<file path="src/rtl/galivan_ioctl_pkg.sv">
// Shared types and constants for the hps_io ioctl upload responder.
package galivan_ioctl_pkg;

  typedef enum logic [2:0] {
    IDLE,
    GNT,
    RD_LO,
    RD_HI,
    DONE
  } upload_state_t;

  localparam logic [7:0]  HISCORE_INDEX = 8'd4;
  localparam logic [15:0] OOR_WORD      = 16'hFFFF;
  localparam logic [15:0] CRC16_POLY    = 16'h1021;
  localparam logic [15:0] CRC16_INIT    = 16'hFFFF;
  localparam int unsigned IOCTL_ADDR_W  = 27;
  localparam int unsigned LAT_CNT_W     = 3;

  // CRC-16/CCITT, MSB first, one byte folded into the running value.
  function automatic logic [15:0] crc16_byte(input logic [15:0] crc_in, input logic [7:0] data);
    logic [15:0] c;
    c = crc_in ^ {data, 8'h00};
    for (int i = 0; i < 8; i++) begin
      c = c[15] ? ((c << 1) ^ CRC16_POLY) : (c << 1);
    end
    return c;
  endfunction

endpackage

</file>
<file path="src/rtl/hiscore_upload_if.sv">
// ioctl upload channel plus core-RAM arbitration/read port.
interface hiscore_upload_if #(
  parameter int unsigned ADDR_W = 10
) ();
  import galivan_ioctl_pkg::*;

  logic                    ioctl_upload;
  logic [7:0]              ioctl_index;
  logic                    ioctl_rd;
  logic [IOCTL_ADDR_W-1:0] ioctl_addr;
  logic [15:0]             ioctl_din;
  logic                    ioctl_wait;
  logic                    mem_req;
  logic                    mem_gnt;
  logic                    mem_rd;
  logic [ADDR_W-1:0]       mem_addr;
  logic [7:0]              mem_dout;

  // Responder side (this block).
  modport slave (
    input  ioctl_upload, ioctl_index, ioctl_rd, ioctl_addr, mem_gnt, mem_dout,
    output ioctl_din, ioctl_wait, mem_req, mem_rd, mem_addr
  );

  // hps_io / RAM arbiter side.
  modport master (
    output ioctl_upload, ioctl_index, ioctl_rd, ioctl_addr, mem_gnt, mem_dout,
    input  ioctl_din, ioctl_wait, mem_req, mem_rd, mem_addr
  );

endinterface

</file>
<file path="src/rtl/hiscore_upload.sv">
// Upload responder: serves hps_io word reads from core NVRAM/hiscore RAM.
// Optional build macro HISCORE_UPLOAD_CRC_EN adds a running CRC-16 of the
// delivered bytes (crc / crc_valid ports).
module hiscore_upload
  import galivan_ioctl_pkg::*;
#(
  parameter logic [7:0]  INDEX      = HISCORE_INDEX,
  parameter int unsigned ADDR_W     = 10,
  parameter int unsigned SIZE_BYTES = 1024,
  parameter int unsigned MEM_LAT    = 2
) (
  input  logic              clk_sys,
  input  logic              reset_n,
  hiscore_upload_if.slave   bus,
  output logic              proto_err
`ifdef HISCORE_UPLOAD_CRC_EN
  ,
  output logic [15:0]       crc,
  output logic              crc_valid
`endif
);

  // mem_dout is sampled on the MEM_LAT-th clock edge after the edge that raised mem_rd.
  localparam logic [LAT_CNT_W-1:0] LAT = LAT_CNT_W'(MEM_LAT);

  upload_state_t          state_q, state_d;
  logic [ADDR_W-2:0]      addr_q, addr_d;
  logic [LAT_CNT_W-1:0]   cnt_q, cnt_d;
  logic [7:0]             lo_q, lo_d, hi_q, hi_d;
  logic [15:0]            din_q, din_d;
  logic                   wait_q, wait_d;
  logic                   mem_req_q, mem_req_d;
  logic                   mem_rd_q, mem_rd_d;
  logic [ADDR_W-1:0]      mem_addr_q, mem_addr_d;
  logic                   proto_err_q, proto_err_d;

  logic                    session_c;
  logic [IOCTL_ADDR_W-1:0] word_addr_c;
  logic                    oor_c;

  // Session qualification and word-aligned range check.
  always_comb begin
    session_c   = bus.ioctl_upload && (bus.ioctl_index == INDEX);
    word_addr_c = bus.ioctl_addr & ~IOCTL_ADDR_W'(1);
    oor_c       = word_addr_c >= IOCTL_ADDR_W'(SIZE_BYTES);
  end

  // Next-state and output logic for the word fetch sequence.
  always_comb begin
    state_d     = state_q;
    addr_d      = addr_q;
    cnt_d       = cnt_q;
    lo_d        = lo_q;
    hi_d        = hi_q;
    din_d       = din_q;
    wait_d      = wait_q;
    mem_req_d   = session_c;
    mem_rd_d    = 1'b0;
    mem_addr_d  = mem_addr_q;
    proto_err_d = proto_err_q | (session_c && bus.ioctl_rd && (state_q != IDLE));

    if ((state_q != IDLE) && !session_c) begin
      // Session vanished mid-fetch: drop the word, keep the last delivered one.
      state_d = IDLE;
      wait_d  = 1'b0;
    end else begin
      case (state_q)
        IDLE: begin
          if (session_c && bus.ioctl_rd) begin
            addr_d = word_addr_c[ADDR_W-1:1];
            wait_d = 1'b1;
            if (oor_c) begin
              lo_d    = OOR_WORD[7:0];
              hi_d    = OOR_WORD[15:8];
              state_d = DONE;
            end else begin
              state_d = GNT;
            end
          end
        end
        GNT: begin
          if (bus.mem_gnt) begin
            mem_rd_d   = 1'b1;
            mem_addr_d = {addr_q, 1'b0};
            cnt_d      = LAT;
            state_d    = RD_LO;
          end
        end
        RD_LO: begin
          // cnt==1: low byte lands this edge; cnt==0: byte held, waiting for grant.
          if (cnt_q != '0) cnt_d = cnt_q - LAT_CNT_W'(1);
          if (cnt_q == LAT_CNT_W'(1)) lo_d = bus.mem_dout;
          if ((cnt_q <= LAT_CNT_W'(1)) && bus.mem_gnt) begin
            mem_rd_d   = 1'b1;
            mem_addr_d = {addr_q, 1'b1};
            cnt_d      = LAT;
            state_d    = RD_HI;
          end
        end
        RD_HI: begin
          cnt_d = cnt_q - LAT_CNT_W'(1);
          if (cnt_q == LAT_CNT_W'(1)) begin
            hi_d    = bus.mem_dout;
            state_d = DONE;
          end
        end
        DONE: begin
          din_d   = {hi_q, lo_q};
          wait_d  = 1'b0;
          state_d = IDLE;
        end
        default: state_d = IDLE;
      endcase
    end
  end

  // State and output registers.
  always_ff @(posedge clk_sys) begin
    if (!reset_n) begin
      state_q     <= IDLE;
      addr_q      <= '0;
      cnt_q       <= '0;
      lo_q        <= '0;
      hi_q        <= '0;
      din_q       <= '0;
      wait_q      <= 1'b0;
      mem_req_q   <= 1'b0;
      mem_rd_q    <= 1'b0;
      mem_addr_q  <= '0;
      proto_err_q <= 1'b0;
    end else begin
      state_q     <= state_d;
      addr_q      <= addr_d;
      cnt_q       <= cnt_d;
      lo_q        <= lo_d;
      hi_q        <= hi_d;
      din_q       <= din_d;
      wait_q      <= wait_d;
      mem_req_q   <= mem_req_d;
      mem_rd_q    <= mem_rd_d;
      mem_addr_q  <= mem_addr_d;
      proto_err_q <= proto_err_d;
    end
  end

  assign bus.ioctl_din  = din_q;
  assign bus.ioctl_wait = wait_q;
  assign bus.mem_req    = mem_req_q;
  assign bus.mem_rd     = mem_rd_q;
  assign bus.mem_addr   = mem_addr_q;
  assign proto_err      = proto_err_q;

`ifdef HISCORE_UPLOAD_CRC_EN
  logic [15:0] crc_q, crc_d;
  logic        crc_valid_q, crc_valid_d;

  // Running CRC: restart on session entry, fold lo then hi of each delivered word.
  always_comb begin
    crc_d       = crc_q;
    crc_valid_d = mem_req_q && !session_c;
    if (session_c && !mem_req_q) begin
      crc_d = CRC16_INIT;
    end else if ((state_q == DONE) && session_c) begin
      crc_d = crc16_byte(crc16_byte(crc_q, lo_q), hi_q);
    end
  end

  // CRC registers.
  always_ff @(posedge clk_sys) begin
    if (!reset_n) begin
      crc_q       <= '0;
      crc_valid_q <= 1'b0;
    end else begin
      crc_q       <= crc_d;
      crc_valid_q <= crc_valid_d;
    end
  end

  assign crc       = crc_q;
  assign crc_valid = crc_valid_q;
`endif

endmodule

</file>
<file path="src/flat_wrapper.sv">
// flat-port wrapper written by rule: the top's interface ports become plain ports
module hiscore_upload_flat import galivan_ioctl_pkg::*;
#(
  parameter logic [7:0]  INDEX      = HISCORE_INDEX,
  parameter int unsigned ADDR_W     = 10,
  parameter int unsigned SIZE_BYTES = 1024,
  parameter int unsigned MEM_LAT    = 2
)
  (clk_sys, reset_n, proto_err, bus_ioctl_upload, bus_ioctl_index, bus_ioctl_rd, bus_ioctl_addr, bus_mem_gnt, bus_mem_dout, bus_ioctl_din, bus_ioctl_wait, bus_mem_req, bus_mem_rd, bus_mem_addr);
  hiscore_upload_if #(.ADDR_W(ADDR_W)) bus_i ();
  input  logic clk_sys;
  input  logic reset_n;
  output logic proto_err;
  input wire logic [$bits(bus_i.ioctl_upload)-1:0] bus_ioctl_upload;
  input wire logic [$bits(bus_i.ioctl_index)-1:0] bus_ioctl_index;
  input wire logic [$bits(bus_i.ioctl_rd)-1:0] bus_ioctl_rd;
  input wire logic [$bits(bus_i.ioctl_addr)-1:0] bus_ioctl_addr;
  input wire logic [$bits(bus_i.mem_gnt)-1:0] bus_mem_gnt;
  input wire logic [$bits(bus_i.mem_dout)-1:0] bus_mem_dout;
  output wire logic [$bits(bus_i.ioctl_din)-1:0] bus_ioctl_din;
  output wire logic [$bits(bus_i.ioctl_wait)-1:0] bus_ioctl_wait;
  output wire logic [$bits(bus_i.mem_req)-1:0] bus_mem_req;
  output wire logic [$bits(bus_i.mem_rd)-1:0] bus_mem_rd;
  output wire logic [$bits(bus_i.mem_addr)-1:0] bus_mem_addr;
  assign bus_i.ioctl_upload = bus_ioctl_upload;
  assign bus_i.ioctl_index = bus_ioctl_index;
  assign bus_i.ioctl_rd = bus_ioctl_rd;
  assign bus_i.ioctl_addr = bus_ioctl_addr;
  assign bus_i.mem_gnt = bus_mem_gnt;
  assign bus_i.mem_dout = bus_mem_dout;
  assign bus_ioctl_din = bus_i.ioctl_din;
  assign bus_ioctl_wait = bus_i.ioctl_wait;
  assign bus_mem_req = bus_i.mem_req;
  assign bus_mem_rd = bus_i.mem_rd;
  assign bus_mem_addr = bus_i.mem_addr;
  hiscore_upload #(.INDEX(INDEX), .ADDR_W(ADDR_W), .SIZE_BYTES(SIZE_BYTES), .MEM_LAT(MEM_LAT)) u_core (.clk_sys(clk_sys), .reset_n(reset_n), .bus(bus_i), .proto_err(proto_err));
endmodule
</file>
<file path="config.mk">
export PLATFORM = sky130hd
export DESIGN_NAME = hiscore_upload_flat
export DESIGN_NICKNAME = d
export VERILOG_FILES = /design/src/rtl/galivan_ioctl_pkg.sv /design/src/rtl/hiscore_upload_if.sv /design/src/rtl/hiscore_upload.sv /design/src/flat_wrapper.sv
export SDC_FILE = /design/constraint.sdc
export NUM_CORES = 1
export LEC_CHECK = 0
export ABC_AREA = 1
export ABC_CLOCK_PERIOD_IN_PS = 1950
export BUFFER_PORTS_ARGS = -buffer_cell sky130_fd_sc_hd__buf_4
export CAP_MARGIN = 20
export CORE_MARGIN = 3
export CORE_UTILIZATION = 53
export DETAILED_ROUTE_END_ITERATION = 10
export MAX_ROUTING_LAYER = met4
export PLACE_DENSITY = 0.82
export SLEW_MARGIN = 40
export SYNTH_ARGS = -nofsm -noshare
export SYNTH_HDL_FRONTEND = slang
export SYNTH_SLANG_ARGS = --single-unit
</file>
<file path="constraint.sdc">
create_clock -name clk_sys -period 1.95 [get_ports clk_sys]
set_input_delay 0.0975 -clock clk_sys [delete_from_list [all_inputs] [get_ports clk_sys]]
set_output_delay 0.0975 -clock clk_sys [all_outputs]
set_load 0.01 [all_outputs]
</file>
### Yosys cells after proc, flatten, opt, wreduce, memory -nomap -nowiden

Cells that the tools add are included.

* flip-flop bits (word level): 61
* latch bits: 0
* RAM bits: 0
* bits in read-only memories: 0
* input bits: 48
* output and inout port bits: 30
* word-level logic and storage cells: 75
* memories kept: 0

* add/sub/neg operators: 1
* $mul: 0
* divide/modulo/power cells: 0
* $lt $le $gt $ge: 2
* equality and inequality tests: 13
* shifts and indexed selects: 0
* muxes and demuxes: 22
* bitwise logic cells: 3
* reduce and logical (&&, ||, !) cells: 23

Operator list (number)
* one-hot mux 8 bit (2 select lines): 2
* greater-or-equal comparator 27 x 11 -> 1 bit, second input constant: 1
* 2-to-1 mux 8 bit: 3
* 2-to-1 mux 3 bit: 7
* 2-to-1 mux 10 bit: 2
* one-hot mux 10 bit (2 select lines): 1
* one-hot mux 3 bit (4 select lines): 1
* AND reduction 4 bit: 3
* inequality test 2 x 1 -> 1 bit, second input constant: 5
* AND reduction 5 bit: 2
* one-hot mux 3 bit (3 select lines): 1
* nonzero test 3 bit: 3
* equality test 8 x 3 -> 1 bit, second input constant: 1
* nonzero test 2 bit: 4
* equality test 3 x 1 -> 1 bit, second input constant: 2
* equality test 3 x 2 -> 1 bit, second input constant: 2
* logical AND 1 bit: 5
* one-hot mux 1 bit (2 select lines): 2
* AND reduction 2 bit: 2
* equality test 3 bit, second input constant: 1
* <= comparator 3 x 1 -> 1 bit, second input constant: 1
* zero test 3 bit: 1
* 2-to-1 mux 1 bit: 3
* inequality test 3 x 1 -> 1 bit, second input constant: 1
* other kinds (7): 8

### Depth between registers and ports, before layout

Gate-level depths: netlist of the first run.

* depth in word-level cells: 6
* depth in mapped cells: 12
* depth with buffers taken out: 12

### Worst setup path after synthesis of the first run

OpenSTA, ideal clock, no wires.

* kind: reg-to-reg
* start: register u_core.cnt_q[1]
* end: register u_core.mem_addr_q[0], in the netlist u_core.bus.mem_addr[0]
* data arrival time: 1.313 ns
* setup slack: 0.525 ns
* cell stages (with the launch flop): 13
* buffers on the path: 1
* clock period less this slack: 1.425 ns
* cells stage by stage: dfxtp_1 > inv_1 > ha_1 > inv_1 > o21ai_0 > nand3_1 > nand2_2 > nand2_4 > nor2_4 > buf_6 > nand3_2 > nand2_1 > nor2_1

* longest elaborated chain between the ends: 4

RTL lines
* start, declared: line hiscore_upload.sv:28 `logic [LAT_CNT_W-1:0] cnt_q, cnt_d;`
* start signal, assigned: line hiscore_upload.sv:134 `cnt_q <= cnt_d;`
* <= comparator 3 x 1 -> 1 bit: line hiscore_upload.sv:93 `if ((cnt_q <= LAT_CNT_W'(1)) && bus.mem_gnt) begin`
* logical AND 1 bit: line hiscore_upload.sv:93
* inequality test 2 x 1 -> 1 bit (no line)
* AND reduction 4 bit (no line)
* end signal, assigned: line hiscore_upload.sv:141 `mem_addr_q <= mem_addr_d;`
* end, declared: line hiscore_upload.sv:34 `logic [ADDR_W-1:0] mem_addr_q, mem_addr_d;`

No other way between the ends.
A chain may end at the register's enable or synchronous reset.

### Final worst setup path of the first run

* start: register u_core.cnt_q[1]
* end: register u_core.mem_addr_q[1], in the netlist u_core.bus.mem_addr[1]

The elaborated chain is that of the path after synthesis.

==> impl_metrics.py, run 1 <==
metrics = {
    "run_status": {
        "status": "finished clean",
    },
    "final_layout": {
        "fin_area_mm2": 0.00380,
        "final_nets": 532,
        "final_util_pct": 72.0,
        "multiInputGateArea_mm2": 0.00146,
        "fill_cells": 426,
        "drive_above_1_share_pct": 30.9,
        "diodes": 0,
        "finalNonFillerCells": 556,
        "final_cell_mix": "nor2_1 (87), buf_4 (84), nand2_1 (62)",
        "seqCellArea_mm2": 0.00122,
        "syn_to_final_growth_pct": 27.4,
        "final_common_cell": "nor2_1",
    },
    "synth": {
        "ys.flop_type": "dfxtp_1",
        "synth_nets": 453,
        "syn-mean-instance-area_um2": 7.41,
        "ys_seq_elements": 61,
        "synth_top_cell_by_area": "dfxtp_1",
        "synth.distinct_cells": 37,
        "netlist_area_mm2": 0.00298,
        "synth_top_area_share_pct": 41.0,
        "yosys-top-cells-area": "dfxtp_1 (41%), nor2_1 (11%), nand2_1 (7.8%), inv_1 (5.0%), nand3_2 (4.4%)",
        "synthCells": 402,
        "synthArstFlopShare_pct": 0,
        "yosys_warnings": 0,
        "synth_edf_count": 0,
        "ys_seq_area_share_pct": 41.0,
    },
    "worst_setup_path": {
        "worst-endpoint-required_ns": 2.23,
        "cp_max_fo": 10,
        "r2r_start": "u_core.cnt_q[1]",
        "worst_ep_arrival_time_ns": 2.04,
        "slowest_stage": "dfxtp_1",
        "r2r_setup_slack_ns": 0.19,
        "rr_endpoint": "u_core.bus.mem_addr[1]",
        "worstSetupEndpointType": "flip-flop",
        "r2r_cells": 12,
        "cp-start-kind": "flip-flop",
        "slowest_delay_ns": 0.32,
        "critical_path_class": "flip-flop to flip-flop",
        "cp_cell_sequence": "inv_1 > ha_1 > inv_1 > o21ai_0 > nand3_1 > nand2_2 > nand2_4 > nor2_4 > nand2_1 > clkinv_2 > nor2_1 > nor2_1",
    },
    "placement": {
        "gp_congestion": 0.834,
        "hpwl_um": 5100,
        "place_area_mm2": 0.00356,
        "dp_cells": 536,
        "portBuffers": 76,
    },
    "cts": {
        "clockBufferDepth": 2,
        "clk_latency_ns": 0.34,
        "h-tree-depth": 3,
        "cts_root_buf": "clkbuf_8",
        "cts_tree": "yes",
        "clock_sinks": 61,
        "hold_buffers": 0,
        "path_clk_slew_ns": 0.07,
        "numCtsBuffers": 9,
    },
    "timing": {
        "rsz0062_at_grt": "false",
        "hold_viol": 0,
        "worst_slew_pin_slew_ns": 0.463,
        "maxSlewHeadroom_pct": 69.1,
        "period_minus_slack_ns": 1.76,
        "hold_ws_ns": 0.0290,
        "tns_ns": 0,
        "final_max_slew_viol_count": 0,
        "max_freq_mhz": 569,
        "setup_viol_count_final": 0,
        "finalCritPeriodShare_pct": 90.2,
        "finalClockSkew_ns": 0.00803,
    },
    "run": {
        "max-cap-violations": 0,
    },
    "floorplanning": {
        "initial_utilization_pct": 56.6,
        "die_h_um": 81.0,
        "rows": 26,
        "die_x_um": 81.0,
        "die-area_mm2": 0.00656,
        "io_pins": 78,
        "core-area_mm2": 0.00527,
    },
    "drt": {
        "antenna_left": 0,
        "first_iter_violations": 164,
        "viasPerCell": 5.00,
        "wire_per_inst_um": 12.6,
        "vias": 2779,
        "drc": 0,
        "routed_wl_um": 7010,
        "first_pass_iters": 4,
    },
    "global_route": {
        "antenna_found_initial": 0,
        "grt_usage_pct": 23.8,
        "first_global_vias": 2703,
        "grt_max_degree": 34,
        "grt-ovfl-total": 0,
        "grt_pass1_wl_um": 11700,
    },
    "pwr": {
        "power.leakage_nw": 1.74,
        "peakVddDrop_mv": 0.592,
        "power_density_mw_per_mm2": 1080,
    },
    "hold_path": {
        "hold_start": "bus_ioctl_addr[7]",
        "worstHoldPathType": "input port to flip-flop",
        "hold_depth": 3,
        "holdPathEnd": "u_core.addr_q[6]",
    },
}
cell usage after synthesis, types with 3 or more instances:
| master | count |
|---|---|
| nor2_1 | 87 |
| nand2_1 | 62 |
| dfxtp_1 | 61 |
| inv_1 | 40 |
| a21oi_1 | 21 |
| nand3_1 | 18 |
| o21ai_0 | 18 |
| nand3_2 | 13 |
| nand4_1 | 12 |
| a21oi_2 | 9 |
| buf_2 | 6 |
| inv_2 | 6 |
| a211oi_1 | 4 |
| a211oi_2 | 4 |
| buf_6 | 4 |
| buf_4 | 3 |
| clkbuf_1 | 3 |
| ha_1 | 3 |
| nand2_2 | 3 |
| nand2_4 | 3 |
| nor2_2 | 3 |
| nor2_4 | 3 |
through the flow:
stage / setup slack (ns) / total power, mW
2_1_floorplan: 0.525 / 2.49
3_3_place_gp: 0.221 / 2.84
3_5_place_dp: 0.160 / 2.89
4_1_cts: 0.130 / 4.06
5_1_grt: 0.0113 / 4.41
6_report: 0.192 / 4.10
worst max-delay path by stage:
stage / cells past startpoint / slack [ns] / from / to
after global placement: 12 / 0.22 / u_core.cnt_q[1] / u_core.bus.mem_addr[2]
after CTS: 12 / 0.13 / u_core.cnt_q[1] / u_core.bus.mem_addr[4]
after floorplan: 12 / 0.53 / u_core.cnt_q[1] / u_core.bus.mem_addr[0]
after detailed placement: 12 / 0.16 / u_core.cnt_q[1] / u_core.bus.mem_addr[4]
final: 12 / 0.19 / u_core.cnt_q[1] / u_core.bus.mem_addr[1]
after global routing: 12 / 0.01 / u_core.cnt_q[1] / u_core.bus.mem_addr[4]
cell families (layout without fill, tap and decap cells):
family                   Yosys count  in the layout  synth area share [%]
AND/OR/NAND/NOR                  211            211                  34.6
AO/OA/AOI/OAI                     60             60                  12.8
flip-flops                        61             61                  41.0
buffers and inverters             66            150                  10.1
adder cells (fa/ha/maj)            3              3                  1.26
XOR/XNOR                           1              1                 0.294
per-layer routing:
layer  part of all wire, %  wire length, um  vias up  GRT usage [%]
met2                    51             3550       72           41.7
met5                     0                0        -              -
li1                      -                -     1448              -
met4                   2.1              144        0           8.11
met1                    42             2930     1243           25.8
met3                   5.5              384       16           6.54
flip-flops by register name, indices dropped and copies added, names as in the netlist:
| signal | count |
|---|---|
| u_core.state_q | 3 |
| u_core.bus.mem_rd | 1 |
| u_core.bus.mem_req | 1 |
| u_core.proto_err | 1 |
| u_core.hi_q | 8 |
| u_core.bus.ioctl_din | 16 |
| u_core.lo_q | 8 |
| u_core.bus.ioctl_wait | 1 |
| u_core.cnt_q | 3 |
| u_core.bus.mem_addr | 10 |
| u_core.addr_q | 9 |
report_power, final:
group	switching (mW)	leakage [nW]	total [mW]	internal [mW]
registers	0.108	0.493	1.50	1.39
logic	0.851	1.14	1.44	0.587
clock network	0.531	0.103	1.16	0.633
total	1.49	1.74	4.10	2.61
worst max-delay path, delay by kind of cell, from the launching register on:
family / cells / cell delay [ns]
AO/OA/AOI/OAI: 1 / 0.07
adder cells (fa/ha/maj): 1 / 0.15
buffers and inverters: 3 / 0.30
flip-flops: 1 / 0.32
AND/OR/NAND/NOR: 7 / 0.85
area by class of cell:
class | count | share of cell area (%)
clock buffers | 10 | 3.63
clock inverters | 6 | 1.81
inverters | 50 | 5.04
multi-input cells | 275 | 38.4
flip-flops and latches | 61 | 32.2
well taps | 70 | 2.31
repair buffers | 84 | 16.6
repair_timing:
action / 4_1_cts / 5_1_grt
setup endpoints to repair: 0 / 9
buffers inserted: 0 / 4
gates resized for setup: 0 / 0
Power figures use the tool's default switching activity.
==> run 2: changes to the inputs <==
--- a/config.mk
+++ b/config.mk
@@ -9,11 +9,11 @@
 export ABC_CLOCK_PERIOD_IN_PS = 1950
 export BUFFER_PORTS_ARGS = -buffer_cell sky130_fd_sc_hd__buf_4
 export CAP_MARGIN = 20
-export CORE_MARGIN = 3
 export CORE_UTILIZATION = 53
 export DETAILED_ROUTE_END_ITERATION = 10
 export MAX_ROUTING_LAYER = met4
 export PLACE_DENSITY = 0.82
+export RECOVER_POWER = 25
 export SLEW_MARGIN = 40
 export SYNTH_ARGS = -nofsm -noshare
 export SYNTH_HDL_FRONTEND = slang
==> run 2 against run 1 <==
Effect of this change: cell area down 2.5%; via count about the same; setup slack worse by 0.019 ns; utilization down 1.8 points; largest cell class unchanged; sequential power about the same; worst hold slack better by 0.0054 ns; critical path depth down 4; combinational power down 8%; critical endpoint is now u_core.lo_q[2]; clock power up 6%; maximum frequency down 1.1%; cell count down 0.72%.
==> impl_metrics.py, run 2 (same netlist as run 1, synthesis figures left out) <==
metrics = {
    "final_layout": {
        "final_common_cell": "nor2_1",
        "final_nets": 528,
        "largest_register_ffs": 16,
        "syn_to_final_growth_pct": 24.1,
        "drive_above_1_share_pct": 25.9,
        "final_cell_mix": "nor2_1 (87), nand2_1 (62), dfxtp_1 (61)",
        "diodes": 0,
    },
    "drt": {
        "viasPerCell": 5.03,
        "wire_per_inst_um": 12.2,
        "vias": 2778,
        "drc": 0,
        "first_pass_iters": 4,
        "antenna_left": 0,
        "first_iter_violations": 124,
        "routed_wl_um": 6730,
    },
    "timing": {
        "finalCritPeriodShare_pct": 91.1,
        "worst_slew_pin_slew_ns": 0.463,
        "period_minus_slack_ns": 1.78,
        "final_max_slew_viol_count": 0,
        "finalClockSkew_ns": 0.00385,
        "max_freq_mhz": 563,
        "setup_viol_count_final": 0,
        "rsz0062_at_grt": "false",
        "tns_ns": 0,
        "hold_viol": 0,
        "maxSlewHeadroom_pct": 69.1,
        "hold_ws_ns": 0.0344,
    },
    "global_route": {
        "grt_pass1_wl_um": 11500,
        "first_global_vias": 2672,
        "grt-ovfl-total": 0,
        "grt_max_degree": 32,
        "antenna_found_initial": 0,
        "grt_usage_pct": 24.9,
    },
    "worst_setup_path": {
        "critical_path_class": "flip-flop to flip-flop",
        "worst-endpoint-required_ns": 2.21,
        "worst_ep_arrival_time_ns": 2.04,
        "cp-start-kind": "flip-flop",
        "worstSetupEndpointType": "flip-flop",
        "cp_max_fo": 16,
    },
    "floorplanning": {
        "die_x_um": 77.0,
        "rows": 26,
        "initial_utilization_pct": 56.6,
        "io_pins": 78,
        "core-area_mm2": 0.00527,
        "die-area_mm2": 0.00593,
        "die_h_um": 77.0,
    },
    "pwr": {
        "power.leakage_nw": 1.63,
        "power_density_mw_per_mm2": 1090,
        "peakVddDrop_mv": 0.623,
    },
    "run": {
        "max-cap-violations": 0,
    },
    "cts": {
        "h-tree-depth": 3,
        "clock_sinks": 61,
        "cts_root_buf": "clkbuf_8",
        "numCtsBuffers": 9,
        "cts_tree": "yes",
        "clk_latency_ns": 0.33,
        "clockBufferDepth": 2,
        "path_clk_slew_ns": 0.07,
    },
    "hold_path": {
        "worstHoldPathType": "input port to flip-flop",
    },
    "placement": {
        "portBuffers": 76,
        "hpwl_um": 4790,
        "gp_congestion": 0.778,
    },
    "run_status": {
        "status": "finished clean",
    },
}
[run 2: worst max-delay path, stage by stage (launching register included)]
cell	delay [ns]
dfxtp_1	0.51
inv_2	0.10
nor2_4	0.13
nand2_4	0.08
inv_4	0.15
nand4_4	0.32
nand3_1	0.22
nand2_1	0.07
nor2_1	0.12
[run 2: per-stage QoR]
stage	cell area, um^2	power [mW]	std cells	util, %	setup slack [ns]
2_1_floorplan	2980	2.49	402	-	0.525
3_3_place_gp	3560	2.83	536	67.5	0.262
3_5_place_dp	3560	2.86	536	67.5	0.180
4_1_cts	3770	4.10	552	71.6	0.151
5_1_grt	3700	4.31	552	70.2	0.0428
6_report	3700	4.05	552	70.2	0.173
[run 2: final cells by class]
cell class                 count  area [um^2]
sequential                    61         1220
clock inverter                 6         86.3
inverter                      50          191
multi-input combinational    275         1460
tap                           70         87.6
clock buffer                  10          128
fill                         463         1570
timing repair buffer          80          522
[run 2: worst paths after layout]
path         cells past startpoint                      end  slack (ns)              start
max reg2reg                      8           u_core.lo_q[2]        0.17  u_core.state_q[1]
min                              3         u_core.addr_q[6]        0.03  bus_ioctl_addr[7]
max                              8           u_core.lo_q[2]        0.17  u_core.state_q[1]
min reg2reg                      2  u_core.bus.ioctl_din[3]        0.46     u_core.lo_q[3]
[run 2: where the power goes]
part	internal (mW)	total [mW]	switching [mW]
Sequential	1.39	1.50	0.104
Clock	0.720	1.23	0.506
Combinational	0.501	1.33	0.824
Total	2.61	4.05	1.43
[run 2: repair_timing]
item / in CTS / in global routing
endpoints found under the setup margin: 0 / 1
hold buffers: 0 / 0
buffers inserted: 0 / 0
resized for setup: 0 / 1
[run 2: layer usage]
metal	global-route usage, %	routed length (um)	vias to the layer above
met2	41.9	3370	75
met5	-	0	-
met1	28.1	2930	1252
met4	12.1	125	0
li1	-	-	1435
met3	5.00	309	16
